`src/rtl/decode_stage_pkg.sv`:
```
// Shared RV32I decode constants and the ALU opcode encoding used by decode and execute.
package isa_shared;

    localparam int REG_IDX_W = 5;

    typedef enum logic [2:0] {
        ALU_ADD = 3'd0,
        ALU_SUB = 3'd1,
        ALU_AND = 3'd2,
        ALU_OR  = 3'd3,
        ALU_XOR = 3'd4,
        ALU_SLT = 3'd5,
        ALU_SLL = 3'd6,
        ALU_SRL = 3'd7
    } alu_op_t;

    typedef enum logic {
        OUT_EMPTY = 1'b0,
        OUT_FULL  = 1'b1
    } out_state_t;

    localparam logic [6:0] OPC_OP     = 7'b0110011;
    localparam logic [6:0] OPC_OP_IMM = 7'b0010011;

    localparam logic [2:0] F3_ADD_SUB = 3'b000;
    localparam logic [2:0] F3_SLL     = 3'b001;
    localparam logic [2:0] F3_SLT     = 3'b010;
    localparam logic [2:0] F3_SLTU    = 3'b011;
    localparam logic [2:0] F3_XOR     = 3'b100;
    localparam logic [2:0] F3_SRL_SRA = 3'b101;
    localparam logic [2:0] F3_OR      = 3'b110;
    localparam logic [2:0] F3_AND     = 3'b111;

    localparam logic [6:0] F7_BASE = 7'b0000000;
    localparam logic [6:0] F7_ALT  = 7'b0100000;

endpackage

```
`src/rtl/decode_stage_if.sv`:
```
// Fetch-side handshake, execute-side output beat, flush and writeback port of the decode stage.
interface decode_stage_if
    import isa_shared::*;
#(
    parameter int DATA_WIDTH = 32
) ();

    logic                  in_valid;
    logic [31:0]           in_instr;
    logic                  in_ready;

    logic                  out_valid;
    logic                  out_ready;
    logic [DATA_WIDTH-1:0] out_a;
    logic [DATA_WIDTH-1:0] out_b;
    alu_op_t               out_alu_op;
    logic [REG_IDX_W-1:0]  out_rd;
    logic                  out_illegal;

    logic                  flush;

    logic                  wb_en;
    logic [REG_IDX_W-1:0]  wb_rd;
    logic [DATA_WIDTH-1:0] wb_data;

    modport master (
        output in_valid, in_instr, out_ready, flush, wb_en, wb_rd, wb_data,
        input  in_ready, out_valid, out_a, out_b, out_alu_op, out_rd, out_illegal
    );

    modport slave (
        input  in_valid, in_instr, out_ready, flush, wb_en, wb_rd, wb_data,
        output in_ready, out_valid, out_a, out_b, out_alu_op, out_rd, out_illegal
    );

endinterface

```
`src/rtl/decode_stage_regfile.sv`:
```
// Architectural register file: two combinational reads, one write, x0 hardwired to zero.
module regfile
    import isa_shared::*;
#(
    parameter int REG_COUNT  = 32,
    parameter int DATA_WIDTH = 32
) (
    input  logic                  clk,
    input  logic                  rst,
    input  logic [REG_IDX_W-1:0]  ra1,
    input  logic [REG_IDX_W-1:0]  ra2,
    output logic [DATA_WIDTH-1:0] rd1,
    output logic [DATA_WIDTH-1:0] rd2,
    input  logic                  we,
    input  logic [REG_IDX_W-1:0]  wa,
    input  logic [DATA_WIDTH-1:0] wd
);

    logic [DATA_WIDTH-1:0] mem [REG_COUNT];

    // Clear everything on reset; otherwise commit writes to any register but x0.
    always_ff @(posedge clk) begin
        if (rst) begin
            for (int i = 0; i < REG_COUNT; i++) begin
                mem[i] <= '0;
            end
        end else if (we && (wa != '0)) begin
            mem[wa] <= wd;
        end
    end

    // Read ports; x0 is forced to zero regardless of storage contents.
    always_comb begin
        rd1 = (ra1 == '0) ? '0 : mem[ra1];
        rd2 = (ra2 == '0) ? '0 : mem[ra2];
    end

endmodule

```
`src/rtl/decode_stage.sv`:
```
// Decode/operand stage for OP and OP-IMM instructions with a single-entry output register.
//
// state     | meaning
// ----------+----------------------------------------------
// OUT_EMPTY | no beat held, out_valid=0
// OUT_FULL  | decoded beat held for execute, out_valid=1
module decode_stage
    import isa_shared::*;
#(
    parameter int DATA_WIDTH = 32,
    parameter int REG_COUNT  = 32
) (
    input  logic          clk,
    input  logic          rst,
    decode_stage_if.slave bus
);

    out_state_t state_q, state_d;
    logic       accept;

    logic [6:0]           opcode;
    logic [2:0]           funct3;
    logic [6:0]           funct7;
    logic [REG_IDX_W-1:0] rs1, rs2, rd;
    logic [DATA_WIDTH-1:0] rf_rd1, rf_rd2, rs1_val, rs2_val;
    logic [DATA_WIDTH-1:0] imm_i, imm_sh;

    logic                  dec_legal;
    alu_op_t               dec_op;
    logic                  dec_use_imm;
    logic                  dec_shift_imm;
    logic [DATA_WIDTH-1:0] dec_a, dec_b;
    logic [REG_IDX_W-1:0]  dec_rd;

    logic [DATA_WIDTH-1:0] a_q, b_q;
    alu_op_t               op_q;
    logic [REG_IDX_W-1:0]  rd_q;
    logic                  ill_q;

    assign opcode = bus.in_instr[6:0];
    assign rd     = bus.in_instr[11:7];
    assign funct3 = bus.in_instr[14:12];
    assign rs1    = bus.in_instr[19:15];
    assign rs2    = bus.in_instr[24:20];
    assign funct7 = bus.in_instr[31:25];
    assign imm_i  = {{(DATA_WIDTH-12){bus.in_instr[31]}}, bus.in_instr[31:20]};
    assign imm_sh = {{(DATA_WIDTH-5){1'b0}}, bus.in_instr[24:20]};

    regfile #(.REG_COUNT(REG_COUNT), .DATA_WIDTH(DATA_WIDTH)) u_regfile (
        .clk (clk),
        .rst (rst),
        .ra1 (rs1),
        .ra2 (rs2),
        .rd1 (rf_rd1),
        .rd2 (rf_rd2),
        .we  (bus.wb_en),
        .wa  (bus.wb_rd),
        .wd  (bus.wb_data)
    );

    // Same-cycle writeback bypass so an accept never sees a stale operand being written now.
    always_comb begin
        rs1_val = (bus.wb_en && (bus.wb_rd == rs1) && (rs1 != '0)) ? bus.wb_data : rf_rd1;
        rs2_val = (bus.wb_en && (bus.wb_rd == rs2) && (rs2 != '0)) ? bus.wb_data : rf_rd2;
    end

    // Full-field decode of the supported subset; anything else becomes a zeroed illegal beat.
    always_comb begin
        dec_legal     = 1'b0;
        dec_op        = ALU_ADD;
        dec_use_imm   = 1'b0;
        dec_shift_imm = 1'b0;
        if (opcode == OPC_OP) begin
            case (funct3)
                F3_ADD_SUB: begin
                    if (funct7 == F7_BASE) begin
                        dec_legal = 1'b1; dec_op = ALU_ADD;
                    end else if (funct7 == F7_ALT) begin
                        dec_legal = 1'b1; dec_op = ALU_SUB;
                    end
                end
                F3_SLL:     begin dec_legal = (funct7 == F7_BASE); dec_op = ALU_SLL; end
                F3_SLT:     begin dec_legal = (funct7 == F7_BASE); dec_op = ALU_SLT; end
                F3_XOR:     begin dec_legal = (funct7 == F7_BASE); dec_op = ALU_XOR; end
                F3_SRL_SRA: begin dec_legal = (funct7 == F7_BASE); dec_op = ALU_SRL; end
                F3_OR:      begin dec_legal = (funct7 == F7_BASE); dec_op = ALU_OR;  end
                F3_AND:     begin dec_legal = (funct7 == F7_BASE); dec_op = ALU_AND; end
                default:    dec_legal = 1'b0;
            endcase
        end else if (opcode == OPC_OP_IMM) begin
            dec_use_imm = 1'b1;
            case (funct3)
                F3_ADD_SUB: begin dec_legal = 1'b1; dec_op = ALU_ADD; end
                F3_SLL:     begin dec_legal = (funct7 == F7_BASE); dec_op = ALU_SLL; dec_shift_imm = 1'b1; end
                F3_SLT:     begin dec_legal = 1'b1; dec_op = ALU_SLT; end
                F3_XOR:     begin dec_legal = 1'b1; dec_op = ALU_XOR; end
                F3_SRL_SRA: begin dec_legal = (funct7 == F7_BASE); dec_op = ALU_SRL; dec_shift_imm = 1'b1; end
                F3_OR:      begin dec_legal = 1'b1; dec_op = ALU_OR;  end
                F3_AND:     begin dec_legal = 1'b1; dec_op = ALU_AND; end
                default:    dec_legal = 1'b0;
            endcase
        end

        if (dec_legal) begin
            dec_a  = rs1_val;
            dec_b  = !dec_use_imm ? rs2_val : (dec_shift_imm ? imm_sh : imm_i);
            dec_rd = rd;
        end else begin
            dec_op = ALU_ADD;
            dec_a  = '0;
            dec_b  = '0;
            dec_rd = '0;
        end
    end

    assign bus.in_ready  = (state_q == OUT_EMPTY) || bus.out_ready;
    assign accept        = bus.in_valid && bus.in_ready && !bus.flush;

    // Output register occupancy state.
    always_ff @(posedge clk) begin
        if (rst) state_q <= OUT_EMPTY;
        else     state_q <= state_d;
    end

    // Next occupancy: flush wins, then accept refills, then a consume drains.
    always_comb begin
        state_d = state_q;
        if (bus.flush)                                  state_d = OUT_EMPTY;
        else if (accept)                                state_d = OUT_FULL;
        else if ((state_q == OUT_FULL) && bus.out_ready) state_d = OUT_EMPTY;
    end

    // Beat payload is captured only at accept, so stalled outputs stay frozen.
    always_ff @(posedge clk) begin
        if (rst) begin
            a_q   <= '0;
            b_q   <= '0;
            op_q  <= ALU_ADD;
            rd_q  <= '0;
            ill_q <= 1'b0;
        end else if (accept) begin
            a_q   <= dec_a;
            b_q   <= dec_b;
            op_q  <= dec_op;
            rd_q  <= dec_rd;
            ill_q <= !dec_legal;
        end
    end

    assign bus.out_valid   = (state_q == OUT_FULL);
    assign bus.out_a       = a_q;
    assign bus.out_b       = b_q;
    assign bus.out_alu_op  = op_q;
    assign bus.out_rd      = rd_q;
    assign bus.out_illegal = ill_q;

endmodule
```
`src/flat_wrapper.sv`:
```
// flat-port wrapper written by rule: the top's interface ports become plain ports
module decode_stage_flat import isa_shared::*;
#(
    parameter int DATA_WIDTH = 32,
    parameter int REG_COUNT  = 32
)
  (clk, rst, bus_in_valid, bus_in_instr, bus_out_ready, bus_flush, bus_wb_en, bus_wb_rd, bus_wb_data, bus_in_ready, bus_out_valid, bus_out_a, bus_out_b, bus_out_alu_op, bus_out_rd, bus_out_illegal);
  decode_stage_if #(.DATA_WIDTH(DATA_WIDTH)) bus_i ();
  input  logic clk;
  input  logic rst;
  input wire logic [$bits(bus_i.in_valid)-1:0] bus_in_valid;
  input wire logic [$bits(bus_i.in_instr)-1:0] bus_in_instr;
  input wire logic [$bits(bus_i.out_ready)-1:0] bus_out_ready;
  input wire logic [$bits(bus_i.flush)-1:0] bus_flush;
  input wire logic [$bits(bus_i.wb_en)-1:0] bus_wb_en;
  input wire logic [$bits(bus_i.wb_rd)-1:0] bus_wb_rd;
  input wire logic [$bits(bus_i.wb_data)-1:0] bus_wb_data;
  output wire logic [$bits(bus_i.in_ready)-1:0] bus_in_ready;
  output wire logic [$bits(bus_i.out_valid)-1:0] bus_out_valid;
  output wire logic [$bits(bus_i.out_a)-1:0] bus_out_a;
  output wire logic [$bits(bus_i.out_b)-1:0] bus_out_b;
  output wire logic [$bits(bus_i.out_alu_op)-1:0] bus_out_alu_op;
  output wire logic [$bits(bus_i.out_rd)-1:0] bus_out_rd;
  output wire logic [$bits(bus_i.out_illegal)-1:0] bus_out_illegal;
  assign bus_i.in_valid = bus_in_valid;
  assign bus_i.in_instr = bus_in_instr;
  assign bus_i.out_ready = bus_out_ready;
  assign bus_i.flush = bus_flush;
  assign bus_i.wb_en = bus_wb_en;
  assign bus_i.wb_rd = bus_wb_rd;
  assign bus_i.wb_data = bus_wb_data;
  assign bus_in_ready = bus_i.in_ready;
  assign bus_out_valid = bus_i.out_valid;
  assign bus_out_a = bus_i.out_a;
  assign bus_out_b = bus_i.out_b;
  assign bus_out_alu_op = bus_i.out_alu_op;
  assign bus_out_rd = bus_i.out_rd;
  assign bus_out_illegal = bus_i.out_illegal;
  decode_stage #(.DATA_WIDTH(DATA_WIDTH), .REG_COUNT(REG_COUNT)) u_core (.clk(clk), .rst(rst), .bus(bus_i));
endmodule
```
`config.mk`:
```
export PLATFORM = sky130hd
export DESIGN_NAME = decode_stage_flat
export DESIGN_NICKNAME = d
export VERILOG_FILES = /design/src/rtl/decode_stage_pkg.sv /design/src/rtl/decode_stage_if.sv /design/src/rtl/decode_stage_regfile.sv /design/src/rtl/decode_stage.sv /design/src/flat_wrapper.sv
export SDC_FILE = /design/constraint.sdc
export NUM_CORES = 2
export LEC_CHECK = 0
export BUFFER_PORTS_ARGS = -buffer_cell sky130_fd_sc_hd__buf_2
export CAP_MARGIN = 40
export CORE_MARGIN = 3
export CORE_UTILIZATION = 50
export CTS_CLUSTER_DIAMETER = 40
export DETAILED_ROUTE_END_ITERATION = 6
export HOLD_SLACK_MARGIN = 0.12
export PLACE_DENSITY = 0.69
export RECOVER_POWER = 100
export SETUP_SLACK_MARGIN = 0.15
export SLEW_MARGIN = 20
export SYNTH_ARGS = -nofsm -noshare
export SYNTH_HDL_FRONTEND = slang
export SYNTH_SLANG_ARGS = --single-unit
```
`constraint.sdc`:
```
create_clock -name clk -period 3.7 [get_ports clk]
set_input_delay 0 -clock clk [delete_from_list [all_inputs] [get_ports clk]]
set_output_delay 0 -clock clk [all_outputs]
set_load 0.01 [all_outputs]
```
==> impl_metrics.toml <==
[detailed_routing]
wl_um = 209000
drt_iter0_markers = 6287
firstDrtPassIters = 5
vias = 38600
postRouteAntennaNets = 0
drc = 0
wl_per_cell_um = 37.5
via_per_inst = 6.93

[power_and_ir_drop]
powerDensity_nw_per_um2 = 491
clkPwrFrac = 0.446
p_sw_frac = 0.249
internal_power_mw = 24.5
p_sw_mw = 8.10
p_seq_frac = 0.448
vdd_drop_max_mv = 0.485
power_frac_comb = 0.106
leakagePower_nw = 22.4

[logic_synthesis]
synthTopCellsByArea = "edfxtp_1 53%, mux4_2 23%, and2_1 11%"
synth-async-reset-ratio = 0
synth-edff-count = 1024
muxShareOfSynthArea = 0.244
synthesis.area_sq_um = 57600
synth.largest_area_cell = "edfxtp_1"
ys_warn_count = 0
ys_seq_area_frac = 0.560
synth-simple-area-share = 0.127
synthAdderAreaFrac = 0
synth-seq-cells = 1098
synth-compound-area-share = 0.0351
synth_common_cells = "1,024 x edfxtp_1, 997 x and2_1, 578 x mux4_2"
syn_avg_cell_area_sq_um = 15.5
synth_top_family_by_area = "multiplexers"
ys_types = 63
synth_xor_area_frac = 0.00167
ys.flop_type = "edfxtp_1"
yosysMostFrequentCell = "edfxtp_1"
synth_top_area_frac = 0.534
postSynthCellCount = 3708

[finish]
drive_gt1_frac = 0.268
final_cells = 5566
fin_util = 0.585
fin_area_sq_um = 66400
area_delta_synth_final_pct = 15.2
nets = 4008

[sta]
rsz0062_at_grt = "false"
hold_viol = 0
fmax_mhz = 280
skew_ns = 0.0240
max_slew_margin = -0.735
timing.final.crit_share = 0.964
timing.final.crit_period_ns = 3.57
setup-violations-final = 0
fin_tns_setup_ns = 0
tightestPinTransition_ns = 2.59
timing.hold.ws_ns = 0.175
slew_viol_final = 425

[run_status]
violations = "capacitance limit, slew limit"
status = "complete, but fails checks"

[floorplan]
start_util = 0.508
die_w_um = 345
fp.dieArea_sq_um = 119000
core.rowCount = 123
ioPinCount = 150
coreArea_sq_um = 113000
die_y_um = 345

[clock_network]
clk_pin_slew_ns = 0.05
cts_num_sinks = 1098
clockBufferDepth = 3
clk_latency_ns = 0.75
cts_tree = "yes"
root_buffer = "clkbuf_16"
cts_resized = 0
post_cts.repair.setup_buffers = 0
cts.hold.buffers_added = 95
cts_buffers = 148
htree_levels = 4

[critical_path]
critical_path.top_delay_family = "buffers and inverters"
end_kind = "flip-flop"
worst-path-buf-inv = 4
cp_slowest_cell = "o21ai_1"
crit_type = "in2reg"
cp_max_fo = 23
timing.critical_path.mode_cell = "buf_4"
setup.worst_path.start_class = "input pin"
crit_arrival_ns = 3.93
slowest_delay_ns = 1.43
crit_chain = "dlygate4sd3_1 > buf_4 > nor2b_1 > nand3b_1 > buf_4 > o21ai_1 > clkbuf_4"
required_ns = 4.06

[placement]
dpl-instance-area_sq_um = 61500
place_inst = 5184
gp_congestion = 0.889
portBuffers = 149
dpl.hpwl_um = 128000

[global_routing]
grt_pass1_wl_um = 293000
grt.overflow.total = 0
grt_pass1_vias = 37900
antenna_found_initial = 19
grt_usage = 0.348
grt_max_degree = 78

[flow_run]
maxCapViolCount = 31

[worst_hold_path]
hp-class = "in2reg"
## sequential cells by signal, summed over array words and instances, names as in the netlist
register / cells
u_core.bus.out_b: 32
u_core.bus.out_a: 32
u_core.u_regfile.mem: 1024
u_core.bus.out_alu_op: 3
u_core.bus.out_valid: 1
u_core.bus.out_illegal: 1
u_core.bus.out_rd: 5
## worst register-to-register path: cells and delay by family (launching register included)
family	cells	cell delay, ns
buf+inv	2	1.21
compound gates	3	0.49
simple gates	3	1.23
flops	1	0.31
## area by class of cell
class | instances | area [sq um]
tap | 1500 | 1880
clock inverter | 92 | 1010
sequential | 1098 | 32200
antenna | 8 | 20.0
timing repair buffer | 443 | 3390
fill | 8426 | 47100
clock buffer | 183 | 4000
multi-input combinational | 2235 | 23800
inverter | 7 | 27.5
## metal layers
layer,GRT usage,wire [um],share of wire
met4,0.180,13100,0.063
met5,0,31,0.00015
met2,0.528,94700,0.45
met1,0.455,70800,0.34
met3,0.106,30100,0.14
## power groups by stage
stage,clock (mW),combinational [mW],sequential [mW]
after floorplan,0,2.15,14.7
after global placement,0,3.33,14.8
after detailed placement,0,3.40,14.8
after CTS,14.6,3.47,14.6
after global routing,15.1,3.54,14.6
final,14.5,3.44,14.6
## logic make-up after synthesis
| family | after synthesis |
|---|---|
| AOI/OAI and AO/OA | 292 |
| xor gates and xnor gates | 11 |
| buffers and inverters | 406 |
| DFF | 1098 |
| muxes | 682 |
| other | 1 |
| and+or+nand+nor | 1218 |
## through the flow
| stage | setup slack, ns | total power, mW |
|---|---|---|
| detailed placement | 0.795 | 18.2 |
| CTS | 0.570 | 32.6 |
| finish | 0.135 | 32.6 |
| global route | 0.164 | 33.2 |
| floorplan | -0.0940 | 16.8 |
| global placement | 0.789 | 18.1 |
## path summary, 6_finish.rpt
check	startpoint	endpoint	slack, ns	cells after the start
worst max-delay path	rst	u_core.u_regfile.mem[5][20]$_SDFFCE_PN0P_	0.13	7
worst min-delay path	bus_in_instr[6]	u_core.bus.out_alu_op[0]$_SDFFE_PP0P_	0.18	6
worst max register to register	u_core.bus.out_valid$_SDFFE_PP0P_	u_core.bus.out_a[0]$_SDFFE_PP0P_	0.41	8
worst min register to register	u_core.bus.out_alu_op[1]$_SDFFE_PP0P_	u_core.bus.out_alu_op[1]$_SDFFE_PP0P_	0.46	2
## layout by cell type, fill, tap and decap left out, types with 58 or more instances in the layout
cell type      instances
edfxtp_1            1024
and2_1               585
mux4_2               578
and2_0               412
clkbuf_16            154
clkbuf_1             148
mux2i_1              101
dlygate4sd3_1         95
nor2_1                80
dfxtp_1               74
buf_4                 72
buf_2                 64
a22oi_1               61
o21ai_0               58
Power figures use the tool's default switching activity.
